**src/rtl/kb_uart_tx_if.sv**
```systemverilog
// rtl/kb_uart_tx_if.sv - write-side bus of the kb_uart_tx scan-code transmitter
interface kb_uart_tx_if;
   logic [7:0] tx_data;
   logic       tx_tick;
   logic       fifo_full;
   logic       fifo_empty;
   logic       overflow;

   modport master (
      output tx_data,
      output tx_tick,
      input  fifo_full,
      input  fifo_empty,
      input  overflow
   );

   modport slave (
      input  tx_data,
      input  tx_tick,
      output fifo_full,
      output fifo_empty,
      output overflow
   );
endinterface

```
**src/rtl/kb_uart_tx.sv**
```systemverilog
// rtl/kb_uart_tx.sv - buffered 8N1 UART transmitter, optional even parity via KB_UART_TX_PARITY_EN
module kb_uart_tx #(
   parameter int CLKS_PER_BIT = 5208,
   parameter int ADDR_W       = 4,
   parameter int STOP_BITS    = 1
) (
   input  logic           clk,
   input  logic           reset,
   kb_uart_tx_if.slave    bus,
   output logic           tx,
   output logic           tx_busy
);

   localparam int DEPTH = 1 << ADDR_W;
   localparam int TW    = (CLKS_PER_BIT > 1) ? $clog2(CLKS_PER_BIT) : 1;
   localparam logic [TW-1:0] TMAX = TW'(CLKS_PER_BIT - 1);
   localparam logic [2:0] LAST_STOP = 3'(STOP_BITS - 1);

   typedef enum logic [2:0] {
      S_IDLE,
      S_START,
      S_DATA,
`ifdef KB_UART_TX_PARITY_EN
      S_PARITY,
`endif
      S_STOP
   } state_t;

   state_t            state;
   logic [TW-1:0]     timer;
   logic [2:0]        bit_idx;
   logic [7:0]        shift;
`ifdef KB_UART_TX_PARITY_EN
   logic              parity;
`endif

   logic [7:0]        mem [DEPTH];
   logic [ADDR_W-1:0] wr_ptr;
   logic [ADDR_W-1:0] rd_ptr;
   logic [ADDR_W:0]   count;
   logic [ADDR_W:0]   count_nxt;
   logic              pop;
   logic              wr_en;

   // The FSM only looks at the registered empty flag, so a fresh write is never bypassed.
   assign pop   = (state == S_IDLE) && !bus.fifo_empty;
   // A full FIFO still takes a write when the head leaves on the same edge.
   assign wr_en = bus.tx_tick && (!bus.fifo_full || pop);

   // Next occupancy, feeding the registered full/empty decode.
   always_comb begin
      count_nxt = count;
      case ({wr_en, pop})
         2'b10:   count_nxt = count + 1'b1;
         2'b01:   count_nxt = count - 1'b1;
         default: count_nxt = count;
      endcase
   end

   // FIFO storage; contents are meaningless until the pointers say otherwise.
   always_ff @(posedge clk) begin
      if (wr_en) begin
         mem[wr_ptr] <= bus.tx_data;
      end
   end

   // FIFO pointers, occupancy, status flags and the sticky drop flag.
   always_ff @(posedge clk or posedge reset) begin
      if (reset) begin
         wr_ptr         <= '0;
         rd_ptr         <= '0;
         count          <= '0;
         bus.fifo_full  <= 1'b0;
         bus.fifo_empty <= 1'b1;
         bus.overflow   <= 1'b0;
      end else begin
         if (wr_en) begin
            wr_ptr <= wr_ptr + 1'b1;
         end
         if (pop) begin
            rd_ptr <= rd_ptr + 1'b1;
         end
         count          <= count_nxt;
         bus.fifo_full  <= (count_nxt == (ADDR_W+1)'(DEPTH));
         bus.fifo_empty <= (count_nxt == '0);
         if (bus.tx_tick && !wr_en) begin
            bus.overflow <= 1'b1;
         end
      end
   end

   // Frame FSM: pops a byte in IDLE and walks start, data, parity, stop with registered tx/tx_busy.
   always_ff @(posedge clk or posedge reset) begin
      if (reset) begin
         state   <= S_IDLE;
         timer   <= '0;
         bit_idx <= '0;
         shift   <= '0;
         tx      <= 1'b1;
         tx_busy <= 1'b0;
`ifdef KB_UART_TX_PARITY_EN
         parity  <= 1'b0;
`endif
      end else begin
         case (state)
            S_IDLE: begin
               tx      <= 1'b1;
               tx_busy <= 1'b0;
               if (pop) begin
                  shift   <= mem[rd_ptr];
`ifdef KB_UART_TX_PARITY_EN
                  parity  <= ^mem[rd_ptr];
`endif
                  timer   <= '0;
                  state   <= S_START;
                  tx      <= 1'b0;
                  tx_busy <= 1'b1;
               end
            end
            S_START: begin
               if (timer == TMAX) begin
                  timer   <= '0;
                  bit_idx <= '0;
                  state   <= S_DATA;
                  tx      <= shift[0];
               end else begin
                  timer <= timer + 1'b1;
               end
            end
            S_DATA: begin
               if (timer == TMAX) begin
                  timer <= '0;
                  if (bit_idx == 3'd7) begin
                     bit_idx <= '0;
`ifdef KB_UART_TX_PARITY_EN
                     state   <= S_PARITY;
                     tx      <= parity;
`else
                     state   <= S_STOP;
                     tx      <= 1'b1;
`endif
                  end else begin
                     shift   <= shift >> 1;
                     tx      <= shift[1];
                     bit_idx <= bit_idx + 1'b1;
                  end
               end else begin
                  timer <= timer + 1'b1;
               end
            end
`ifdef KB_UART_TX_PARITY_EN
            S_PARITY: begin
               if (timer == TMAX) begin
                  timer   <= '0;
                  bit_idx <= '0;
                  state   <= S_STOP;
                  tx      <= 1'b1;
               end else begin
                  timer <= timer + 1'b1;
               end
            end
`endif
            S_STOP: begin
               // bit_idx counts stop bits here so the bit timer stays one bit long.
               if (timer == TMAX) begin
                  timer <= '0;
                  if (bit_idx == LAST_STOP) begin
                     bit_idx <= '0;
                     state   <= S_IDLE;
                     tx      <= 1'b1;
                     tx_busy <= 1'b0;
                  end else begin
                     bit_idx <= bit_idx + 1'b1;
                  end
               end else begin
                  timer <= timer + 1'b1;
               end
            end
            default: begin
               state   <= S_IDLE;
               tx      <= 1'b1;
               tx_busy <= 1'b0;
            end
         endcase
      end
   end

endmodule

```
**src/flat_wrapper.sv**
```systemverilog
// flat-port wrapper written by rule: the top's interface ports become plain ports
module kb_uart_tx_flat 
#(
   parameter int CLKS_PER_BIT = 5208,
   parameter int ADDR_W       = 4,
   parameter int STOP_BITS    = 1
)
  (clk, reset, tx, tx_busy, bus_tx_data, bus_tx_tick, bus_fifo_full, bus_fifo_empty, bus_overflow);
  kb_uart_tx_if bus_i ();
  input  logic clk;
  input  logic reset;
  output logic tx;
  output logic tx_busy;
  input wire logic [$bits(bus_i.tx_data)-1:0] bus_tx_data;
  input wire logic [$bits(bus_i.tx_tick)-1:0] bus_tx_tick;
  output wire logic [$bits(bus_i.fifo_full)-1:0] bus_fifo_full;
  output wire logic [$bits(bus_i.fifo_empty)-1:0] bus_fifo_empty;
  output wire logic [$bits(bus_i.overflow)-1:0] bus_overflow;
  assign bus_i.tx_data = bus_tx_data;
  assign bus_i.tx_tick = bus_tx_tick;
  assign bus_fifo_full = bus_i.fifo_full;
  assign bus_fifo_empty = bus_i.fifo_empty;
  assign bus_overflow = bus_i.overflow;
  kb_uart_tx #(.CLKS_PER_BIT(CLKS_PER_BIT), .ADDR_W(ADDR_W), .STOP_BITS(STOP_BITS)) u_core (.clk(clk), .reset(reset), .bus(bus_i), .tx(tx), .tx_busy(tx_busy));
endmodule
```
**config.mk**
```make
export PLATFORM = sky130hd
export DESIGN_NAME = kb_uart_tx_flat
export DESIGN_NICKNAME = d
export VERILOG_FILES = /design/src/rtl/kb_uart_tx_if.sv /design/src/rtl/kb_uart_tx.sv /design/src/flat_wrapper.sv
export SDC_FILE = /design/constraint.sdc
export NUM_CORES = 1
export LEC_CHECK = 0
export ABC_CLOCK_PERIOD_IN_PS = 2800
export BUFFER_PORTS_ARGS = -buffer_cell sky130_fd_sc_hd__buf_2
export CORE_ASPECT_RATIO = 2
export CORE_MARGIN = 2
export CORE_UTILIZATION = 40
export DETAILED_ROUTE_END_ITERATION = 8
export SLEW_MARGIN = 25
export SYNTH_ARGS = -nofsm -noshare
export SYNTH_HDL_FRONTEND = slang
export SYNTH_SLANG_ARGS = --single-unit
export TNS_END_PERCENT = 50
```
**constraint.sdc**
```tcl
create_clock -name clk -period 2.8 [get_ports clk]
set_input_delay 0.14 -clock clk [delete_from_list [all_inputs] [get_ports clk]]
set_output_delay 0.14 -clock clk [all_outputs]
set_load 0.005 [all_outputs]
```
* After elaboration in Yosys (flattened, before gate mapping)
Memories as Yosys holds them, arrays and structs flattened.
Cells that the tools add are included.
** Operators by class
- $add $sub $neg :: 6
- Eq/ne operators :: 15
- Multiplexer cells :: 34
- Bitwise gates (word level) :: 1
- Reduce and logical (&&, ||, !) cells :: 21
** Operators by type and width (count)
- 3-bit 2-to-1 mux :: 11
- 13-bit 2-to-1 mux :: 2
- 13-bit case mux with 2 select lines :: 1
- 8-bit 2-to-1 mux :: 3
- 8-bit case mux with 2 select lines :: 1
- 13-bit by 1-bit adder with 13-bit output (second input constant) :: 1
- 13-bit equality test (second input constant) :: 1
- 2-bit by 1-bit inequality test with 1-bit output (second input constant) :: 6
- 3-bit case mux with 4 select lines :: 1
- 4-bit AND reduction :: 3
- 1-bit 2-to-1 mux :: 11
- 5-bit case mux with 2 select lines :: 1
- 3-bit case mux with 3 select lines :: 1
- 4-bit by 1-bit adder with 4-bit output (second input constant) :: 2
- 3-bit by 2-bit equality test with 1-bit output (second input constant) :: 2
- 3-bit zero test :: 2
- 6-bit AND reduction :: 1
- 5-bit by 1-bit adder with 5-bit output (second input constant) :: 1
- 5-bit equality test (second input constant) :: 1
- 5-bit zero test :: 1
- 5-bit by 1-bit subtractor with 5-bit output (second input constant) :: 1
- 1-bit case mux with 4 select lines :: 1
- 2-bit nonzero test :: 2
- 3-bit by 1-bit adder with 3-bit output (second input constant) :: 1
- 15 further kinds :: 19
** Word-level totals
- Flip-flop bits (word level) :: 45
- Memory bits (writable) :: 128
- Input port bits :: 11
- Output and inout port bits :: 5
- Word-level logic and storage cells :: 90
- Memories kept :: 1
** Memories
- u_core.mem :: depth 16, width 8, rd ports 1, clocked after memory_dff 0, wr ports 1, RTL line kb_uart_tx.sv:37 : logic [7:0] mem [DEPTH];

* Logic depth before layout (Yosys ltp)
- Word-level depth :: 7
- Mapped depth :: 15
- Mapped depth without buffers :: 13

* Worst setup path before layout
Ideal clock, no wire load.
- Path kind :: flip-flop to flip-flop
- From :: reg u_core.state[0]
- To :: reg u_core.bus.fifo_full
- Arrival time :: 2.689 ns
- Required time :: 2.712 ns
- Path slack :: 0.023 ns
- Stages on the path, launching flop included :: 16
- Buffers on the path :: 2
- Period minus slack after synthesis :: 2.777 ns
- Path through :: dfrtp_1 > inv_1 > ha_1 > buf_2 > nand2b_1 > a21boi_1 > inv_2 > ha_1 > buf_2 > xor2_1 > ha_1 > nor3b_1 > a21oi_1 > a211oi_1 > a41oi_1 > nor3b_1
** Between the ends
- Word-level cells in the longest chain between the ends :: 7
- Elaborated cells between the ends (all ways) :: 8
- Classes of those cells :: eq/ne (3); mux (1); reduce/logical (4)
** RTL lines
- start: declaration :: RTL line kb_uart_tx.sv:29 : state_t state;
- start signal: assignment :: RTL line kb_uart_tx.sv:95 : state <= S_IDLE;
- start signal: assignment :: RTL line kb_uart_tx.sv:115 : state <= S_START;
- start signal: assignment :: RTL line kb_uart_tx.sv:124 : state <= S_DATA;
- 3-bit zero test (*) :: RTL line kb_uart_tx.sv:46 : assign pop = (state == S_IDLE) && !bus.fifo_empty;
- 1-bit logical AND (*) :: RTL line kb_uart_tx.sv:46
- 1-bit logical OR :: RTL line kb_uart_tx.sv:48 : assign wr_en = bus.tx_tick && (!bus.fifo_full || pop);
- 1-bit logical AND :: RTL line kb_uart_tx.sv:48
- 2-bit by 1-bit equality test with 1-bit output or 2-bit equality test (tied branches) :: RTL line kb_uart_tx.sv:53 : case ({wr_en, pop})
- 5-bit case mux with 2 select lines (*) :: RTL line kb_uart_tx.sv:53
- 5-bit equality test (*) :: RTL line kb_uart_tx.sv:84 : bus.fifo_full <= (count_nxt == (ADDR_W+1)'(DEPTH));
- end signal: assignment :: RTL line kb_uart_tx.sv:84
- end: declaration :: RTL line kb_uart_tx_if.sv:20 : output fifo_full,
Mark *: on every way between the ends. The rest lies on a longest branch, timed or not.
A chain may end at the register's enable or synchronous reset.

* Worst setup path after layout
- From :: reg u_core.state[0]
- To :: reg u_core.bus.fifo_full
** Between the ends
- Word-level cells in the longest chain between the ends :: 7
- Elaborated cells between the ends (all ways) :: 8
- Classes of those cells :: eq/ne (3); mux (1); reduce/logical (4)
** RTL lines
- 3-bit zero test (*) :: RTL line kb_uart_tx.sv:46
- 1-bit logical AND (*) :: RTL line kb_uart_tx.sv:46
- 1-bit logical OR :: RTL line kb_uart_tx.sv:48
- 1-bit logical AND :: RTL line kb_uart_tx.sv:48
- 2-bit by 1-bit equality test with 1-bit output or 2-bit equality test (tied branches) :: RTL line kb_uart_tx.sv:53
- 5-bit case mux with 2 select lines (*) :: RTL line kb_uart_tx.sv:53
- named net u_core.count_nxt[4] :: RTL line kb_uart_tx.sv:41 : logic [ADDR_W:0] count_nxt;
- 5-bit equality test (*) :: RTL line kb_uart_tx.sv:84
Mark *: on every way through the listed nets, which the timed path passes. The rest lies on a longest branch.

==> results.md <==
* Clock sink count at 172
* WS Path Type: flop to flop
* Syn Area/Cell at 15.8 sq um
* Worst setup EP type: flop
* Crit share post-route at 92.8%
* Delay-heaviest family, CP: adder cells
* FP Rows at 70
* Worst hold start: bus_tx_data[2]
* Grt ovf at 0
* Pwr dens at 741 nW/um^2
* Post-DP HPWL at 10,700 microns
* Outcome: finished clean
* Most common cell after layout, fill and taps aside: edfxtp_1
* Crit path cell chain: inv_2 -> ha_1 -> nand2b_1 -> a21boi_2 -> inv_2 -> ha_1 -> xor2_1 -> ha_2 -> o21ai_1 -> a221oi_2 -> o21ai_1 -> xnor2_1 -> nor3b_2
* DRC at 0
* Asr flop ratio synth at 25.6%
* Leading area contributor after synthesis: edfxtp_1
* Gpl congestion at 0.840
* Pin count of the biggest net entering global routing at 45
* Maximum fanout along the worst path at 4
* Top cell type's share of synthesized area at 51.9%
* CP Data Arrival Time at 2.94 ns
* CP max-delay cell: dfrtp_1
* Die Width at 100 microns
* Syn_nets at 496
* CTS Root Cell: clkbuf_16
* Synth area leaders: edfxtp_1 (52%), dfrtp_1 (14%), mux4_2 (10%), ha_1 (2.7%), a21oi_1 (1.8%)
* Drt wl/cell at 21.0 microns
* Crit start category: flop
* CTS H-Tree Depth at 4
* DRT Pass-1 Iters at 4
* Vias per cell at 5.58
* Final worst setup slack at 0.202 ns
* Synth warnings at 0
* Max-cap viol count at 0
* Initial DRC Count at 196
* Antenna Cells at 0
* Delay of the slowest critical-path stage at 0.41 ns
* Cells after synthesis at 469
* Share of cells above drive strength 1 at 20.3%
* Post-layout nets at 518
* IO Port Bufs at 15
* Mapped Area at 7410 sq um
* # IOs at 16
* CTS tree: yes
* First-pass GRT wire length at 23,800 microns
* Chip height at 196 microns
* Final hold violations at 0
* Worst Hold Class: input pin to flop
* Sequential share of the synthesized area at 66.8%
* Number of global-route vias before repair at 4,279
* Max Slew Vio Count at 0
* Initial Util at 40.7%
* Die area at 19,700 sq um
* Initial antenna violation count at 0
* Final min period at 2.60 ns
* Post-synth EDFFs at 128
* Setup TNS at 0 ns
* Peak VDD IR at 0.376 mV
* Area delta synth->final at 12.4%
* Via Count at 4,014
* GRT Resource Usage Total at 16.5%
* Worst Path Required at 3.14 ns
* Final wirelength at 15,100 microns
* Final setup vio count at 0
* Core area at 18,200 sq um
* Main synth FF type: edfxtp_1
* Max Freq at 385 MHz
* DRT antenna net count at 0
* CP bufs+invs at 2
* Pleak at 0.00294 uW
* Clock Tree Buf Depth at 2
* Critical path startpoint: u_core.state[0]
* Yosys reg bits at 172
* Number of distinct library cells after synthesis at 52
* Worst r2r src: u_core.state[0]
* Worst Clk Skew at 0.00865 ns
* Pre-CTS setup slack at 0.0462 ns
* Clock transition at path regs at 0.06 ns
* Worst-Skew Late Latency at 0.43 ns
* Slew headroom at 47.4%
* TritonCTS Buffers at 17
* Most frequent cells in the layout: edfxtp_1 (128), dfrtp_1 (41), mux4_2 (33)
* Worst Max-Slew Pin Slew at 0.788 ns
stage by stage:
step | total power (uW) | instances | hold slack, ns | util, % | instance area (sq um)
after CTS | 6220 | 718 | 0.0806 | 45.5 | 8290
final | 6170 | 719 | 0.0966 | 45.7 | 8320
after floorplan | 3620 | 469 | 0.239 | - | 7410
after global placement | 3810 | 685 | 0.401 | 42.2 | 7690
after global routing | 6410 | 719 | 0.0874 | 45.7 | 8320
after detailed placement | 3860 | 685 | 0.413 | 42.2 | 7690
kinds of logic (layout without fill, tap and decap cells):
kind of cell,after synthesis,after routing,share of synthesized area [%]
adder cells (fa/ha/maj),16,16,2.70
AO/OA/AOI/OAI,82,82,6.89
multiplexers,42,42,11.4
AND/OR/NAND/NOR,103,103,7.75
flip-flops,172,172,66.8
XOR/XNOR,15,15,1.77
buffers and inverters,39,73,2.70
metal layers:
metal	global-route usage [%]	up-vias	share of wire, %
met4	5.73	0	1.5
met5	0	-	0
li1	-	1856	-
met1	15.6	2099	34
met3	3.30	15	1.8
met2	33.4	44	63
repair_timing:
item | CTS | global route
resized for setup | 1 | 5
setup buffers | 0 | 1
hold endpoints to repair | 43 | 0
setup endpoints to repair | 1 | 2
hold buffers | 2 | 0
pin swaps | 0 | 2
gates cloned | 0 | 0
synth_stat cells, types with 4 or more instances:
library cell and n:
xor2_1 4, clkbuf_1 5, mux4_2 33, o31ai_1 6, and4_1 5, nor2_1 18, edfxtp_1 128, ha_1 16
a22oi_1 13, xnor2_1 11, nand4_1 4, nor2b_1 6, a21oi_1 26, nand3_1 10, and2_1 15, buf_2 12
inv_1 12, nand2_1 20, dfrtp_1 42, nand2b_1 8, mux2_1 6, o21ai_1 19
where the power goes:
group,total [uW],leakage (uW),switching [uW],internal (uW)
registers,3190,0.00170,168,3020
logic,637,0.000962,377,260
clock network,2340,0.000276,949,1400
total,6170,0.00294,1490,4670
final timing paths:
path                                             end  slack [ns]  depth (start not counted)
worst max-delay path            u_core.bus.fifo_full        0.20                         13
worst min-delay path               u_core.mem[15][2]         0.1                          1
worst max register to register  u_core.bus.fifo_full        0.20                         13
worst min register to register   u_core.bus.overflow        0.46                          1
max in group asynchronous           u_core.rd_ptr[0]        1.90                          3
min in group asynchronous            u_core.count[4]        0.38                          3
sequential cells by signal (all words and copies together), names as in the netlist:
| name | count |
|---|---|
| u_core.bus.fifo_empty | 1 |
| u_core.timer | 13 |
| u_core.bus.overflow | 1 |
| u_core.count | 5 |
| u_core.mem | 128 |
| u_core.wr_ptr | 4 |
| u_core.state | 2 |
| u_core.bit_idx | 3 |
| u_core.rd_ptr | 4 |
| u_core.tx | 1 |
| u_core.shift | 8 |
| u_core.bus.fifo_full | 1 |
| u_core.tx_busy | 1 |
cell type report:
cell class,count,area (sq um)
Multi-Input combinational cell,258,2280
Fill cell,1583,9900
Tap cell,216,270
Inverter,15,57.6
Clock inverter,11,144
Clock buffer,20,437
Timing Repair Buffer,27,183
Sequential cell,172,4950
(Power assumes the default switching activity.)
